### config.mk
export PLATFORM = sky130hd
export DESIGN_NAME = load_store_unit_flat
export DESIGN_NICKNAME = d
export VERILOG_FILES = /design/src/rtl/load_store_unit_if.sv /design/src/rtl/load_store_unit.sv /design/src/flat_wrapper.sv
export SDC_FILE = /design/constraint.sdc
export NUM_CORES = 1
export LEC_CHECK = 0
export CAP_MARGIN = 20
export CORE_UTILIZATION = 33
export CTS_CLUSTER_SIZE = 14
export DETAILED_ROUTE_END_ITERATION = 7
export PLACE_DENSITY = 0.6
export SLEW_MARGIN = 25
export SYNTH_ARGS = -nofsm -noshare
export SYNTH_HDL_FRONTEND = slang
export SYNTH_SLANG_ARGS = --single-unit
### constraint.sdc
create_clock -name clock -period 2.12 [get_ports clock]
set_input_delay 0.424 -clock clock [delete_from_list [all_inputs] [get_ports clock]]
set_output_delay 0.424 -clock clock [all_outputs]
set_load 0.03 [all_outputs]
### src/rtl/load_store_unit_if.sv
// Request, DataCache and writeback signals of the load/store sequencer.
// master = pipeline/cache side, slave = load_store_unit.
interface load_store_unit_if;
  localparam int unsigned DataWidth = 32;
  localparam int unsigned RegWidth  = 5;

  logic                 reqValid;
  logic                 reqReady;
  logic                 reqLoad;
  logic [1:0]           reqSize;
  logic                 reqSigned;
  logic [DataWidth-1:0] reqAddr;
  logic [DataWidth-1:0] reqData;
  logic [RegWidth-1:0]  reqRd;
  logic                 memRead;
  logic                 memWrite;
  logic                 memToReg;
  logic [DataWidth-1:0] address;
  logic [DataWidth-1:0] writeData;
  logic [DataWidth-1:0] readData;
  logic                 rspValid;
  logic [DataWidth-1:0] rspData;
  logic [RegWidth-1:0]  rspRd;
  logic                 misaligned;

  modport master (
    output reqValid, reqLoad, reqSize, reqSigned, reqAddr, reqData, reqRd, readData,
    input  reqReady, memRead, memWrite, memToReg, address, writeData,
           rspValid, rspData, rspRd, misaligned
  );

  modport slave (
    input  reqValid, reqLoad, reqSize, reqSigned, reqAddr, reqData, reqRd, readData,
    output reqReady, memRead, memWrite, memToReg, address, writeData,
           rspValid, rspData, rspRd, misaligned
  );
endinterface

### src/rtl/load_store_unit.sv
// Memory-stage load/store sequencer in front of the DataCache: aligned word
// access, sub-word read-modify-write stores, sign/zero-extended loads.
module load_store_unit (
  input logic              clock,
  input logic              resetN,
  load_store_unit_if.slave bus
);
  localparam int unsigned DataWidth = 32;
  localparam int unsigned RegWidth  = 5;
  localparam logic [1:0]  SizeByte  = 2'b00;
  localparam logic [1:0]  SizeHalf  = 2'b01;
  localparam logic [1:0]  SizeWord  = 2'b10;

  typedef enum logic [2:0] {IDLE, RD, DATA, WR, RESP} lsuState;

  lsuState state, stateNext;

  logic [DataWidth-1:0] addrQ;
  logic [1:0]           sizeQ;
  logic                 signedQ;
  logic                 loadQ;
  logic [15:0]          dataQ;
  logic [RegWidth-1:0]  rdQ;

  logic                 readyQ, memReadQ, memWriteQ, memToRegQ, rspValidQ, misalignedQ;
  logic [DataWidth-1:0] addressQ, writeDataQ, rspDataQ;
  logic [RegWidth-1:0]  rspRdQ;

  logic                 take;
  logic                 readyNext, memReadNext, memWriteNext, memToRegNext;
  logic                 rspValidNext, misalignedNext;
  logic [DataWidth-1:0] addressNext, writeDataNext, rspDataNext;
  logic [RegWidth-1:0]  rspRdNext;
  logic                 illegalC;
  logic [7:0]           laneByte;
  logic [15:0]          laneHalf;
  logic [DataWidth-1:0] loadWord, mergeWord;

  // Lane extraction/extension for loads and lane merge for sub-word stores.
  always_comb begin
    illegalC = (bus.reqSize == 2'b11)
            || (bus.reqSize == SizeHalf && bus.reqAddr[0])
            || (bus.reqSize == SizeWord && bus.reqAddr[1:0] != 2'b00);
    case (addrQ[1:0])
      2'd0:    laneByte = bus.readData[7:0];
      2'd1:    laneByte = bus.readData[15:8];
      2'd2:    laneByte = bus.readData[23:16];
      default: laneByte = bus.readData[31:24];
    endcase
    laneHalf = addrQ[1] ? bus.readData[31:16] : bus.readData[15:0];
    case (sizeQ)
      SizeByte: loadWord = signedQ ? {{24{laneByte[7]}}, laneByte} : {24'h0, laneByte};
      SizeHalf: loadWord = signedQ ? {{16{laneHalf[15]}}, laneHalf} : {16'h0, laneHalf};
      default:  loadWord = bus.readData;
    endcase
    mergeWord = bus.readData;
    if (sizeQ == SizeByte) begin
      case (addrQ[1:0])
        2'd0:    mergeWord[7:0]   = dataQ[7:0];
        2'd1:    mergeWord[15:8]  = dataQ[7:0];
        2'd2:    mergeWord[23:16] = dataQ[7:0];
        default: mergeWord[31:24] = dataQ[7:0];
      endcase
    end else if (addrQ[1]) begin
      mergeWord[31:16] = dataQ;
    end else begin
      mergeWord[15:0] = dataQ;
    end
  end

  // Next state and next registered outputs.
  always_comb begin
    stateNext      = state;
    take           = 1'b0;
    memReadNext    = 1'b0;
    memWriteNext   = 1'b0;
    memToRegNext   = 1'b0;
    addressNext    = '0;
    writeDataNext  = '0;
    rspValidNext   = 1'b0;
    rspDataNext    = rspDataQ;
    rspRdNext      = rspRdQ;
    misalignedNext = 1'b0;
    case (state)
      IDLE: begin
        if (bus.reqValid && readyQ) begin
          take = 1'b1;
          if (illegalC) begin
            misalignedNext = 1'b1;
          end else if (bus.reqLoad || bus.reqSize != SizeWord) begin
            stateNext    = RD;
            memReadNext  = 1'b1;
            memToRegNext = bus.reqLoad;
            addressNext  = {bus.reqAddr[31:2], 2'b00};
          end else begin
            stateNext     = WR;
            memWriteNext  = 1'b1;
            addressNext   = {bus.reqAddr[31:2], 2'b00};
            writeDataNext = bus.reqData;
          end
        end
      end
      RD:   stateNext = DATA;
      DATA: begin
        if (loadQ) begin
          stateNext    = RESP;
          rspValidNext = 1'b1;
          rspDataNext  = loadWord;
          rspRdNext    = rdQ;
        end else begin
          stateNext     = WR;
          memWriteNext  = 1'b1;
          addressNext   = {addrQ[31:2], 2'b00};
          writeDataNext = mergeWord;
        end
      end
      WR:      stateNext = IDLE;
      RESP:    stateNext = IDLE;
      default: stateNext = IDLE;
    endcase
    readyNext = (stateNext == IDLE);
  end

  always_ff @(posedge clock) begin
    if (!resetN) begin
      state       <= IDLE;
      addrQ       <= '0;
      sizeQ       <= '0;
      signedQ     <= 1'b0;
      loadQ       <= 1'b0;
      dataQ       <= '0;
      rdQ         <= '0;
      readyQ      <= 1'b0;
      memReadQ    <= 1'b0;
      memWriteQ   <= 1'b0;
      memToRegQ   <= 1'b0;
      addressQ    <= '0;
      writeDataQ  <= '0;
      rspValidQ   <= 1'b0;
      rspDataQ    <= '0;
      rspRdQ      <= '0;
      misalignedQ <= 1'b0;
    end else begin
      state       <= stateNext;
      readyQ      <= readyNext;
      memReadQ    <= memReadNext;
      memWriteQ   <= memWriteNext;
      memToRegQ   <= memToRegNext;
      addressQ    <= addressNext;
      writeDataQ  <= writeDataNext;
      rspValidQ   <= rspValidNext;
      rspDataQ    <= rspDataNext;
      rspRdQ      <= rspRdNext;
      misalignedQ <= misalignedNext;
      if (take) begin
        addrQ   <= bus.reqAddr;
        sizeQ   <= bus.reqSize;
        signedQ <= bus.reqSigned;
        loadQ   <= bus.reqLoad;
        dataQ   <= bus.reqData[15:0];
        rdQ     <= bus.reqRd;
      end
    end
  end

  assign bus.reqReady   = readyQ;
  assign bus.memRead    = memReadQ;
  assign bus.memWrite   = memWriteQ;
  assign bus.memToReg   = memToRegQ;
  assign bus.address    = addressQ;
  assign bus.writeData  = writeDataQ;
  assign bus.rspValid   = rspValidQ;
  assign bus.rspData    = rspDataQ;
  assign bus.rspRd      = rspRdQ;
  assign bus.misaligned = misalignedQ;
endmodule

### src/flat_wrapper.sv
// flat-port wrapper written by rule: the top's interface ports become plain ports
module load_store_unit_flat 
  (clock, resetN, bus_reqValid, bus_reqLoad, bus_reqSize, bus_reqSigned, bus_reqAddr, bus_reqData, bus_reqRd, bus_readData, bus_reqReady, bus_memRead, bus_memWrite, bus_memToReg, bus_address, bus_writeData, bus_rspValid, bus_rspData, bus_rspRd, bus_misaligned);
  load_store_unit_if bus_i ();
  input logic clock;
  input logic resetN;
  input wire logic [$bits(bus_i.reqValid)-1:0] bus_reqValid;
  input wire logic [$bits(bus_i.reqLoad)-1:0] bus_reqLoad;
  input wire logic [$bits(bus_i.reqSize)-1:0] bus_reqSize;
  input wire logic [$bits(bus_i.reqSigned)-1:0] bus_reqSigned;
  input wire logic [$bits(bus_i.reqAddr)-1:0] bus_reqAddr;
  input wire logic [$bits(bus_i.reqData)-1:0] bus_reqData;
  input wire logic [$bits(bus_i.reqRd)-1:0] bus_reqRd;
  input wire logic [$bits(bus_i.readData)-1:0] bus_readData;
  output wire logic [$bits(bus_i.reqReady)-1:0] bus_reqReady;
  output wire logic [$bits(bus_i.memRead)-1:0] bus_memRead;
  output wire logic [$bits(bus_i.memWrite)-1:0] bus_memWrite;
  output wire logic [$bits(bus_i.memToReg)-1:0] bus_memToReg;
  output wire logic [$bits(bus_i.address)-1:0] bus_address;
  output wire logic [$bits(bus_i.writeData)-1:0] bus_writeData;
  output wire logic [$bits(bus_i.rspValid)-1:0] bus_rspValid;
  output wire logic [$bits(bus_i.rspData)-1:0] bus_rspData;
  output wire logic [$bits(bus_i.rspRd)-1:0] bus_rspRd;
  output wire logic [$bits(bus_i.misaligned)-1:0] bus_misaligned;
  assign bus_i.reqValid = bus_reqValid;
  assign bus_i.reqLoad = bus_reqLoad;
  assign bus_i.reqSize = bus_reqSize;
  assign bus_i.reqSigned = bus_reqSigned;
  assign bus_i.reqAddr = bus_reqAddr;
  assign bus_i.reqData = bus_reqData;
  assign bus_i.reqRd = bus_reqRd;
  assign bus_i.readData = bus_readData;
  assign bus_reqReady = bus_i.reqReady;
  assign bus_memRead = bus_i.memRead;
  assign bus_memWrite = bus_i.memWrite;
  assign bus_memToReg = bus_i.memToReg;
  assign bus_address = bus_i.address;
  assign bus_writeData = bus_i.writeData;
  assign bus_rspValid = bus_i.rspValid;
  assign bus_rspData = bus_i.rspData;
  assign bus_rspRd = bus_i.rspRd;
  assign bus_misaligned = bus_i.misaligned;
  load_store_unit u_core (.clock(clock), .resetN(resetN), .bus(bus_i));
endmodule
==> out/results.ini <==
[timing]
hold_violations = 0
slew_headroom_pct = 58.16
drv_slew = 0
rsz0062_at_grt = false
holdWs_ns = 0.4258
skew_ns = 0.009156
max_freq_mhz = 522.4
fin_crit_sh_pct = 90.30
period_needed_ns = 1.914
setup_viol = 0
tightest_slew_ns = 0.6248

[min_path]
whs_path_depth = 2
hold_class = in -> reg

[critical_path]
worstPathArrival_ns = 1.49
worst-path-stages = 1
worst-endpoint-required_ns = 1.70
cp_max_fo = 2
worst_path_max_delay_cell = clkdlybuf4s50_1
path_buf_inv = 1
cp_cell_sequence = clkdlybuf4s50_1
start_kind = flip-flop
crit_path_end_kind = primary output
path_class = reg -> out
reg2reg_depth = 5
cpPeakStageDelay_ns = 0.70
crit_family = buffers and inverters

[power_and_ir_drop]
cellPowerDensity_mw_per_mm2 = 733.1
ir_worst_vdd_v = 0.0005669
p_int_w = 0.005352
p_sw_w = 0.001923
combPwrFrac_pct = 15.8
clockPowerShare_pct = 39.1
switching_share_pct = 26.43
leakage_nw = 3.424
seq_power_share_pct = 45.1

[cts]
cts_htree_levels = 4
cts_hold_buf = 0
numCtsBuffers = 17
ctsResizeCount = 0
clk-insertion-delay-late_ns = 0.43
cts_tree = built
post_cts_buffers = 0
clkTransAtPathRegs_ns = 0.06
clock-sinks = 165
cts_max_path_buffers = 2
cts-root-buf = clkbuf_16

[placed_design]
io_buffer_count = 212
placed_area_mm2 = 0.009382
hpwl_um = 15470
place_congestion = 0.8386

[synthesis]
synth_cells = 774
synthTopCellsByArea = dfxtp_1 (49%), nand2_1 (11%), a21boi_0 (6.9%)
synth_top_area_share_pct = 49.13
yosysTopAreaCell = dfxtp_1
yosys_most_used_dff = dfxtp_1
syn_avg_cell_area_um2 = 8.687
synth_edf_count = 0
synth_area_mm2 = 0.006724
yosys_register_bits = 165
synth_common_cells = nand2_1 (191), dfxtp_1 (165), a21boi_0 (62)
synth_seq_area_share_pct = 49.13
synthArstFlopShare_pct = 0
synthDistinctLibCells = 41
ys.warnings.count = 0
yosys.cell_count.top_type = nand2_1

[detailed_routing]
first_pass_iters = 5
drc = 0
ant_nets = 0
wirelength_um = 22200
viasPerCell = 4.989
drtIter0Drc = 327
wl_per_cell_um = 17.55
vias = 6311

[floorplan]
dieArea_mm2 = 0.02095
die_h_um = 144.7
rows = 51
die_w_um = 144.7
io_pins = 215
core_area_mm2 = 0.01972
initial_core_util_pct = 34.10

[run_status]
status = finished, final reports clean

[cells_and_area]
finish.net_count = 1096
diodes = 0
stdcell_area_mm2 = 0.009925
drive_gt1_share_pct = 10.40
area_growth_pct = 47.60

[global_route]
grt_usage_pct = 21.49
grt_max_degree = 55
antenna_found_initial = 0
grt_pass1_vias = 6043
grt_pass1_wl_um = 33830
overflow = 0

[flow_run]
maxCapViolations = 0

[registers in the layout (all words and copies together) (netlist names)]
name                   flops
u_core.bus.writeData      32
u_core.bus.memWrite        1
u_core.state               3
u_core.bus.memToReg        1
u_core.addrQ              32
u_core.bus.rspValid        1
u_core.sizeQ               2
u_core.bus.misaligned      1
u_core.signedQ             1
u_core.rdQ                 5
u_core.bus.memRead         1
u_core.bus.rspRd           5
u_core.dataQ              16
u_core.bus.rspData        32
u_core.bus.address        30
u_core.loadQ               1
u_core.bus.reqReady        1
[cells by family (layout without fill, tap and decap cells)]
group	after synthesis	count (layout)	synth area share (%)
AOI/OAI and AO/OA	245	245	25.57
DFF	165	165	49.13
buffers and inverters	69	294	4.261
and+or+nand+nor	267	267	16.49
muxes	27	27	4.503
other	1	2	0.05577
[per-stage QoR]
stage / setup WS [ns] / util, % / setup TNS (ns) / power (W) / cells
finish: 0.2056 / 50.33 / 0 / 0.007276 / 1265
global route: 0.09533 / 50.33 / 0 / 0.007589 / 1265
CTS: 0.1888 / 50.32 / 0 / 0.007362 / 1265
detailed placement: -0.2178 / 47.58 / -19.78 / 0.004498 / 1234
global placement: -0.1409 / 47.58 / -12.64 / 0.004493 / 1234
floorplan: 0.1328 / - / 0 / 0.003905 / 775
[cells in the final DEF, fill, tap and decap left out, drive strengths merged, types with 3 or more instances in the layout]
cell,Yosys,routed
nor3b,3,3
buf,13,46
inv,5,5
mux2,16,16
nor2,38,38
clkbuf,50,24
nor2b,4,4
nand3,11,11
a22oi,37,37
and3,3,3
a21boi,62,62
a22o,7,7
a21oi,49,49
dfxtp,165,165
a311oi,6,6
or3,8,8
clkinvlp,0,4
nand2,191,191
clkdlybuf4s50,0,211
clkinv,1,4
o22ai,8,8
o21ai,27,27
o31ai,9,9
o2bb2ai,30,30
mux2i,10,10
[path summary, 6_finish.rpt]
kind | endpoint | slack, ns | from
setup / recovery | bus_rspData[5] | 0.21 | u_core.bus.rspData[5]$_SDFFE_PN0P_
hold / removal | u_core.state[1]$_SDFF_PN0_ | 0.43 | resetN
setup reg to reg | u_core.bus.writeData[8]$_SDFF_PN0_ | 0.26 | u_core.state[2]$_SDFF_PN0_
hold reg to reg | u_core.bus.rspRd[4]$_SDFFE_PN0P_ | 0.46 | u_core.rdQ[4]$_SDFFE_PN0P_
[layout make-up]
| class | count | area [µm²] |
|---|---|---|
| clock inverter | 7 | 48.80 |
| fill | 1870 | 9793 |
| inverter | 6 | 22.52 |
| clock buffer | 24 | 491.7 |
| timing repair buffer | 257 | 2542 |
| multi-input combinational | 541 | 3184 |
| tap | 265 | 331.6 |
| sequential | 165 | 3303 |
[power by group through the flow]
stage | clock network (W) | registers, W | logic, W
4_1_cts | 0.00293 | 0.00328 | 0.00115
3_5_place_dp | 0 | 0.00335 | 0.00115
6_report | 0.00285 | 0.00328 | 0.00115
3_3_place_gp | 0 | 0.00335 | 0.00114
2_1_floorplan | 0 | 0.00341 | 0.000498
5_1_grt | 0.00306 | 0.00329 | 0.00124
[layer usage]
layer	wire length (µm)	global-route usage (%)	share of wire (%)
met5	0	0	0
met4	261	6.427	1.2
met3	1735	6.252	7.8
met2	10090	33.70	45
met1	10120	28.40	46
No activity file was read; power rests on OpenSTA's default activity.
